**src/rtl/osc_freq_meter_pkg.sv**
```systemverilog
// Shared definitions for the ring-oscillator frequency meter: FSM state codes
// and the cycle-counter width helper.
package osc_meas_pkg;

  typedef logic [1:0] state_t;

  localparam state_t ST_IDLE    = 2'd0;
  localparam state_t ST_SETTLE  = 2'd1;
  localparam state_t ST_MEASURE = 2'd2;
  localparam state_t ST_DONE    = 2'd3;

  // One counter serves both the settle and the window phases, so it must hold the larger load.
  function automatic int cyc_cnt_width(input int win_cyc, input int set_cyc);
    return $clog2(((win_cyc > set_cyc) ? win_cyc : set_cyc) + 1);
  endfunction

endpackage

```
**src/rtl/osc_freq_meter_if.sv**
```systemverilog
// Consumer-side handshake and result bus of the frequency meter.
interface osc_freq_meter_if #(
  parameter int CNT_W = 16
);
  logic             start;
  logic             ack;
  logic             busy;
  logic             valid;
  logic [CNT_W-1:0] count;
  logic             ovf;

  modport master (output start, ack, input busy, valid, count, ovf);
  modport slave  (input start, ack, output busy, valid, count, ovf);
endinterface

```
**src/rtl/osc_edge_sync.sv**
```systemverilog
// Synchroniser for the asynchronous oscillator output followed by a prev flop;
// emits a one-cycle pulse for each synchronised rising edge.
module osc_edge_sync #(
  parameter int SYNC_N = 2
) (
  input  logic clk,
  input  logic rst_n,
  input  logic clr,
  input  logic async_in,
  output logic rise
);
  // Stages 0..SYNC_N-1 form the synchroniser, stage SYNC_N is the prev flop.
  logic [SYNC_N:0] stage_reg;
  // Marks which stages hold genuine post-release samples rather than cleared zeros,
  // so an oscillator already high at release does not read as a rising edge.
  logic [SYNC_N:0] vld_reg;

  always_ff @(posedge clk or negedge rst_n) begin
    if (!rst_n) begin
      stage_reg <= '0;
      vld_reg   <= '0;
    end else if (clr) begin
      stage_reg <= '0;
      vld_reg   <= '0;
    end else begin
      stage_reg <= {stage_reg[SYNC_N-1:0], async_in};
      vld_reg   <= {vld_reg[SYNC_N-1:0], 1'b1};
    end
  end

  assign rise = stage_reg[SYNC_N-1] & ~stage_reg[SYNC_N] & vld_reg[SYNC_N];

endmodule

```
**src/rtl/osc_freq_meter.sv**
```systemverilog
// Holds the ring oscillator in init, releases it, and counts its rising edges
// over a fixed window of CLK cycles; the count is f_OSC in units of f_CLK/WIN_CYC.
module osc_freq_meter
  import osc_meas_pkg::*;
#(
  parameter int CNT_W   = 16,
  parameter int WIN_CYC = 1000,
  parameter int SET_CYC = 5,
  parameter int SYNC_N  = 2
) (
  input  logic              CLK,
  input  logic              INIT_n,
  input  logic              OSC_IN,
  output logic              OSC_INIT,
  osc_freq_meter_if.slave   bus
);
  localparam int CYC_W = cyc_cnt_width(WIN_CYC, SET_CYC);
  localparam logic [CYC_W-1:0] WIN_LD  = CYC_W'(WIN_CYC);
  localparam logic [CYC_W-1:0] SET_LD  = CYC_W'(SET_CYC);
  localparam logic [CYC_W-1:0] CYC_ONE = CYC_W'(1);
  localparam logic [CNT_W-1:0] CNT_MAX = '1;
  localparam logic [CNT_W-1:0] CNT_ONE = CNT_W'(1);

  state_t           state_reg;
  logic [CYC_W-1:0] cyc_reg;
  logic [CNT_W-1:0] edge_reg;
  logic             ovf_flag_reg;
  logic             osc_init_reg;
  logic             valid_reg;
  logic [CNT_W-1:0] count_reg;
  logic             ovf_reg;
  logic             rise;

  osc_edge_sync #(.SYNC_N(SYNC_N)) u_edge_sync (
    .clk      (CLK),
    .rst_n    (INIT_n),
    .clr      (osc_init_reg),
    .async_in (OSC_IN),
    .rise     (rise)
  );

  always_ff @(posedge CLK or negedge INIT_n) begin
    if (!INIT_n) begin
      state_reg    <= ST_IDLE;
      cyc_reg      <= '0;
      edge_reg     <= '0;
      ovf_flag_reg <= 1'b0;
      osc_init_reg <= 1'b1;
      valid_reg    <= 1'b0;
      count_reg    <= '0;
      ovf_reg      <= 1'b0;
    end else begin
      // Lower priority than the DONE write below, so a simultaneous ACK loses.
      if (bus.ack) valid_reg <= 1'b0;
      case (state_reg)
        ST_IDLE: begin
          if (bus.start) begin
            state_reg <= ST_SETTLE;
            valid_reg <= 1'b0;
            cyc_reg   <= SET_LD;
          end
        end
        ST_SETTLE: begin
          if (cyc_reg == CYC_ONE) begin
            state_reg    <= ST_MEASURE;
            cyc_reg      <= WIN_LD;
            edge_reg     <= '0;
            ovf_flag_reg <= 1'b0;
            osc_init_reg <= 1'b0;
          end else begin
            cyc_reg <= cyc_reg - CYC_ONE;
          end
        end
        ST_MEASURE: begin
          if (rise) begin
            if (edge_reg == CNT_MAX) ovf_flag_reg <= 1'b1;
            else                     edge_reg     <= edge_reg + CNT_ONE;
          end
          if (cyc_reg == CYC_ONE) state_reg <= ST_DONE;
          else                    cyc_reg   <= cyc_reg - CYC_ONE;
        end
        ST_DONE: begin
          count_reg    <= edge_reg;
          ovf_reg      <= ovf_flag_reg;
          valid_reg    <= 1'b1;
          osc_init_reg <= 1'b1;
          state_reg    <= ST_IDLE;
        end
        default: state_reg <= ST_IDLE;
      endcase
    end
  end

  assign OSC_INIT  = osc_init_reg;
  assign bus.busy  = (state_reg == ST_SETTLE) | (state_reg == ST_MEASURE);
  assign bus.valid = valid_reg;
  assign bus.count = count_reg;
  assign bus.ovf   = ovf_reg;

endmodule
```
**src/flat_wrapper.sv**
```systemverilog
// flat-port wrapper written by rule: the top's interface ports become plain ports
module osc_freq_meter_flat import osc_meas_pkg::*;
#(
  parameter int CNT_W   = 16,
  parameter int WIN_CYC = 1000,
  parameter int SET_CYC = 5,
  parameter int SYNC_N  = 2
)
  (CLK, INIT_n, OSC_IN, OSC_INIT, bus_start, bus_ack, bus_busy, bus_valid, bus_count, bus_ovf);
  osc_freq_meter_if #(.CNT_W(CNT_W)) bus_i ();
  input  logic CLK;
  input  logic INIT_n;
  input  logic OSC_IN;
  output logic OSC_INIT;
  input wire logic [$bits(bus_i.start)-1:0] bus_start;
  input wire logic [$bits(bus_i.ack)-1:0] bus_ack;
  output wire logic [$bits(bus_i.busy)-1:0] bus_busy;
  output wire logic [$bits(bus_i.valid)-1:0] bus_valid;
  output wire logic [$bits(bus_i.count)-1:0] bus_count;
  output wire logic [$bits(bus_i.ovf)-1:0] bus_ovf;
  assign bus_i.start = bus_start;
  assign bus_i.ack = bus_ack;
  assign bus_busy = bus_i.busy;
  assign bus_valid = bus_i.valid;
  assign bus_count = bus_i.count;
  assign bus_ovf = bus_i.ovf;
  osc_freq_meter #(.CNT_W(CNT_W), .WIN_CYC(WIN_CYC), .SET_CYC(SET_CYC), .SYNC_N(SYNC_N)) u_core (.CLK(CLK), .INIT_n(INIT_n), .OSC_IN(OSC_IN), .OSC_INIT(OSC_INIT), .bus(bus_i));
endmodule
```
**config.mk**
```make
export PLATFORM = sky130hd
export DESIGN_NAME = osc_freq_meter_flat
export DESIGN_NICKNAME = d
export VERILOG_FILES = /design/src/rtl/osc_freq_meter_pkg.sv /design/src/rtl/osc_freq_meter_if.sv /design/src/rtl/osc_edge_sync.sv /design/src/rtl/osc_freq_meter.sv /design/src/flat_wrapper.sv
export SDC_FILE = /design/constraint.sdc
export NUM_CORES = 1
export LEC_CHECK = 0
export ABC_AREA = 0
export CAP_MARGIN = 40
export CORE_MARGIN = 2
export CORE_UTILIZATION = 65
export CTS_CLUSTER_SIZE = 14
export DETAILED_ROUTE_END_ITERATION = 7
export DONT_BUFFER_PORTS = 1
export GPL_ROUTABILITY_DRIVEN = 1
export HOLD_SLACK_MARGIN = 0.15
export PLACE_DENSITY = 0.87
export SYNTH_ARGS = -nofsm -noshare
export SYNTH_HDL_FRONTEND = slang
export SYNTH_SLANG_ARGS = --single-unit
```
**constraint.sdc**
```tcl
create_clock -name CLK -period 7.3 [get_ports CLK]
set_input_delay 0.365 -clock CLK [delete_from_list [all_inputs] [get_ports CLK]]
set_output_delay 0.365 -clock CLK [all_outputs]
set_load 0.05 [all_outputs]
```
==> key figures <==
STA
  – RSZ-0062 raised after global routing: no
  – Worst-margin pin slew: 0.905 ns
  – Setup TNS: 0 ns
  – Final setup fails: 0
  – Final hold vios: 0
  – Minimum clock period: 2.94 ns
  – Fin crit share: 40.3%
  – F_max: 340 MHz
  – Final Max Slew Viols: 0
  – Rel. slew slack: 38.1%
  – Setup ws final: 4.36 ns
  – Min Hold Slack: 0.205 ns
  – Final Skew: 0.00579 ns

Setup path
  – CP arrival: 3.10 ns
  – Req. time, crit path: 7.46 ns
  – FF-to-FF Start: u_core.cyc_reg[1]
  – R2r worst-path depth: 7
  – Crit end category: flip-flop
  – FF-to-FF setup slack: 4.36 ns
  – Crit path max fanout: 12
  – Reg2reg end: u_core.edge_reg[10]
  – CP Launch Type: flip-flop
  – Setup CP Type: flip-flop to flip-flop

Place
  – HPWL after DPL: 3650 um
  – Port-buffer cells: 0
  – Dpl cell area: 2730 um^2
  – Place WS: 4.39 ns
  – Routability Congestion: 0.912

CTS
  – Post-CTS Setup Bufs: 0
  – Clock tree from TritonCTS: done
  – H-tree levels: 2
  – Worst skew pair latency: 0.30 ns
  – Root Driver: clkbuf_8
  – Worst-case clock buffer depth: 2
  – CTS sink cnt: 54
  – CTS clk-pin slew, worst paths: 0.09 ns
  – Cts bufs inserted: 5

Global routing
  – Largest net degree at the start of global routing: 55
  – Initial antenna violation count: 0
  – First-pass GRT wire length: 8810 um
  – GRT Util Overall: 25.4%
  – Most Used Layer, Global Route: met2
  – Grt met3 use: 5.10%
  – Number of global-route vias before repair: 1854
  – Met2 Use GR: 39.5%
  – Global route overflow: 0
  – GR Util met1: 35.1%

Routing
  – DR iter-0 viols: 213
  – Vias per inst: 6.47
  – Remaining DRCs: 0
  – Vias: 1981
  – Wire length per cell: 17.1 um
  – Total wire length: 5240 um
  – Routed Antenna Nets: 0
  – DR pass1 iterations: 4

Min path
  – HP Class: input pin to flip-flop
  – Hold Path Cell Cnt: 1
  – Min-delay src: OSC_IN
  – Hold path endpoint: u_core.u_edge_sync.stage_reg[0]

Logic synthesis
  – Ys Warns: 0
  – Seq/Total Area, Yosys: 50.1%
  – Syn Nets: 268
  – Area leader, netlist: dfrtp_1
  – Commonest cells post-synth: dfrtp_1 (53), nand2_1 (20), mux2_2 (17)
  – Post-synthesis instance area: 2700 um^2
  – Ranking of synthesized cells by area: dfrtp_1 (49%), mux2_2 (7.1%), ha_1 (3.2%)
  – Top-count cell post-synth: dfrtp_1
  – Cell count after synthesis: 256
  – Post-synth top area share: 49.1%
  – Unique cell type count in the Yosys netlist: 54
  – Avg Inst Size Synth: 10.6 um^2
  – Async set-reset flop share out of synthesis: 100%
  – Post-synth EDFFs: 0
  – Flops & latches, synth: 54
  – Most used flip-flop cell after synthesis: dfrtp_1

Floorplan
  – Initial Util: 67.5%
  – Std-Cell Core Area: 4000 um^2
  – Die Wd: 68.5 um
  – Number of top-level pins: 25
  – # rows: 23
  – Die height: 68.5 um
  – Die ar.: 4690 um^2

Outcome
  – Status: complete, no violations

Pwr
  – Power per Cell Area: 359 nW/um^2
  – Max VDD drop: 351 uV
  – Pleak: 1.29 nW

Final layout
  – ANT cells: 0
  – Share of layout cells above drive strength 1: 12.9%
  – Final design utilization: 72.0%
  – Final instance area: 2880 um^2
  – NumNets Final: 267
  – Synth-to-layout area growth: 6.62%

Job
  – Max-Cap Viols: 0
[final cells by class]
| type | count | area (um^2) |
|---|---|---|
| flip-flops and latches | 54 | 1350 |
| multi-input cells | 179 | 1260 |
| fillers | 285 | 1120 |
| clock buffers | 5 | 68.8 |
| well taps | 50 | 62.6 |
| repair buffers | 3 | 48.8 |
| inverters | 12 | 45.0 |
| clock inverters | 3 | 43.8 |
[power breakdown]
group          internal, mW  switching, mW
Clock                 0.103         0.0967
Sequential            0.343         0.0788
Combinational         0.147          0.265
Total                 0.593          0.440
[worst max-delay path by stage]
stage	slack (ns)	start	to
floorplan	4.88	u_core.cyc_reg[1]	u_core.edge_reg[6]
global placement	4.52	u_core.cyc_reg[1]	u_core.edge_reg[10]
detailed placement	4.39	u_core.cyc_reg[1]	u_core.edge_reg[12]
CTS	4.34	u_core.cyc_reg[1]	u_core.edge_reg[12]
global route	4.15	u_core.cyc_reg[1]	u_core.edge_reg[10]
finish	4.36	u_core.cyc_reg[1]	u_core.edge_reg[10]
[layer usage]
metal | share of wire (%) | vias to the layer above
met4 | 1.5 | 0
met3 | 5.8 | 8
li1 | - | 936
met1 | 45 | 974
met5 | 0 | -
met2 | 48 | 63
[cells in the final DEF, fill, tap and decap left out, drive strengths merged, types with 4 or more instances in the layout]
cell,instances
dfrtp,53
nand2,20
mux2,17
o21ai,16
nor2,14
inv,13
a21oi,11
nor2b,8
nand3,7
ha,7
or3,6
or4,5
a31oi,5
a21o,5
clkbuf,5
nand4,4
o31ai,4
o41ai,4
[critical path: stages, from the launching register on]
cell	delay, ns
dfrtp_1	0.41
inv_1	0.09
ha_1	0.13
or4b_2	0.66
nor3_2	0.42
nand2_1	0.26
nor2_1	0.70
nor2_1	0.13
[logic make-up (layout without fill, tap and decap cells)]
family,Yosys count,after routing,synth area share [%]
multiplexers,19,19,7.83
adder cells (fa/ha/maj),7,7,3.24
flip-flops,54,54,50.1
XOR/XNOR,4,4,1.30
buffers and inverters,23,23,3.33
AO/OA/AOI/OAI,62,62,16.0
AND/OR/NAND/NOR,87,87,18.2
[timing repair]
action | in CTS | in global routing
hold buffers | 2 | 0
hold endpoints to repair | 54 | 0
gates resized for setup | 0 | 0
[metrics by stage]
step | power, mW | std cells
floorplan | 0.749 | 256
global placement | 0.806 | 295
detailed placement | 0.829 | 296
CTS | 1.03 | 306
global route | 1.10 | 306
finish | 1.03 | 306
No activity file was read; power rests on OpenSTA's default activity.
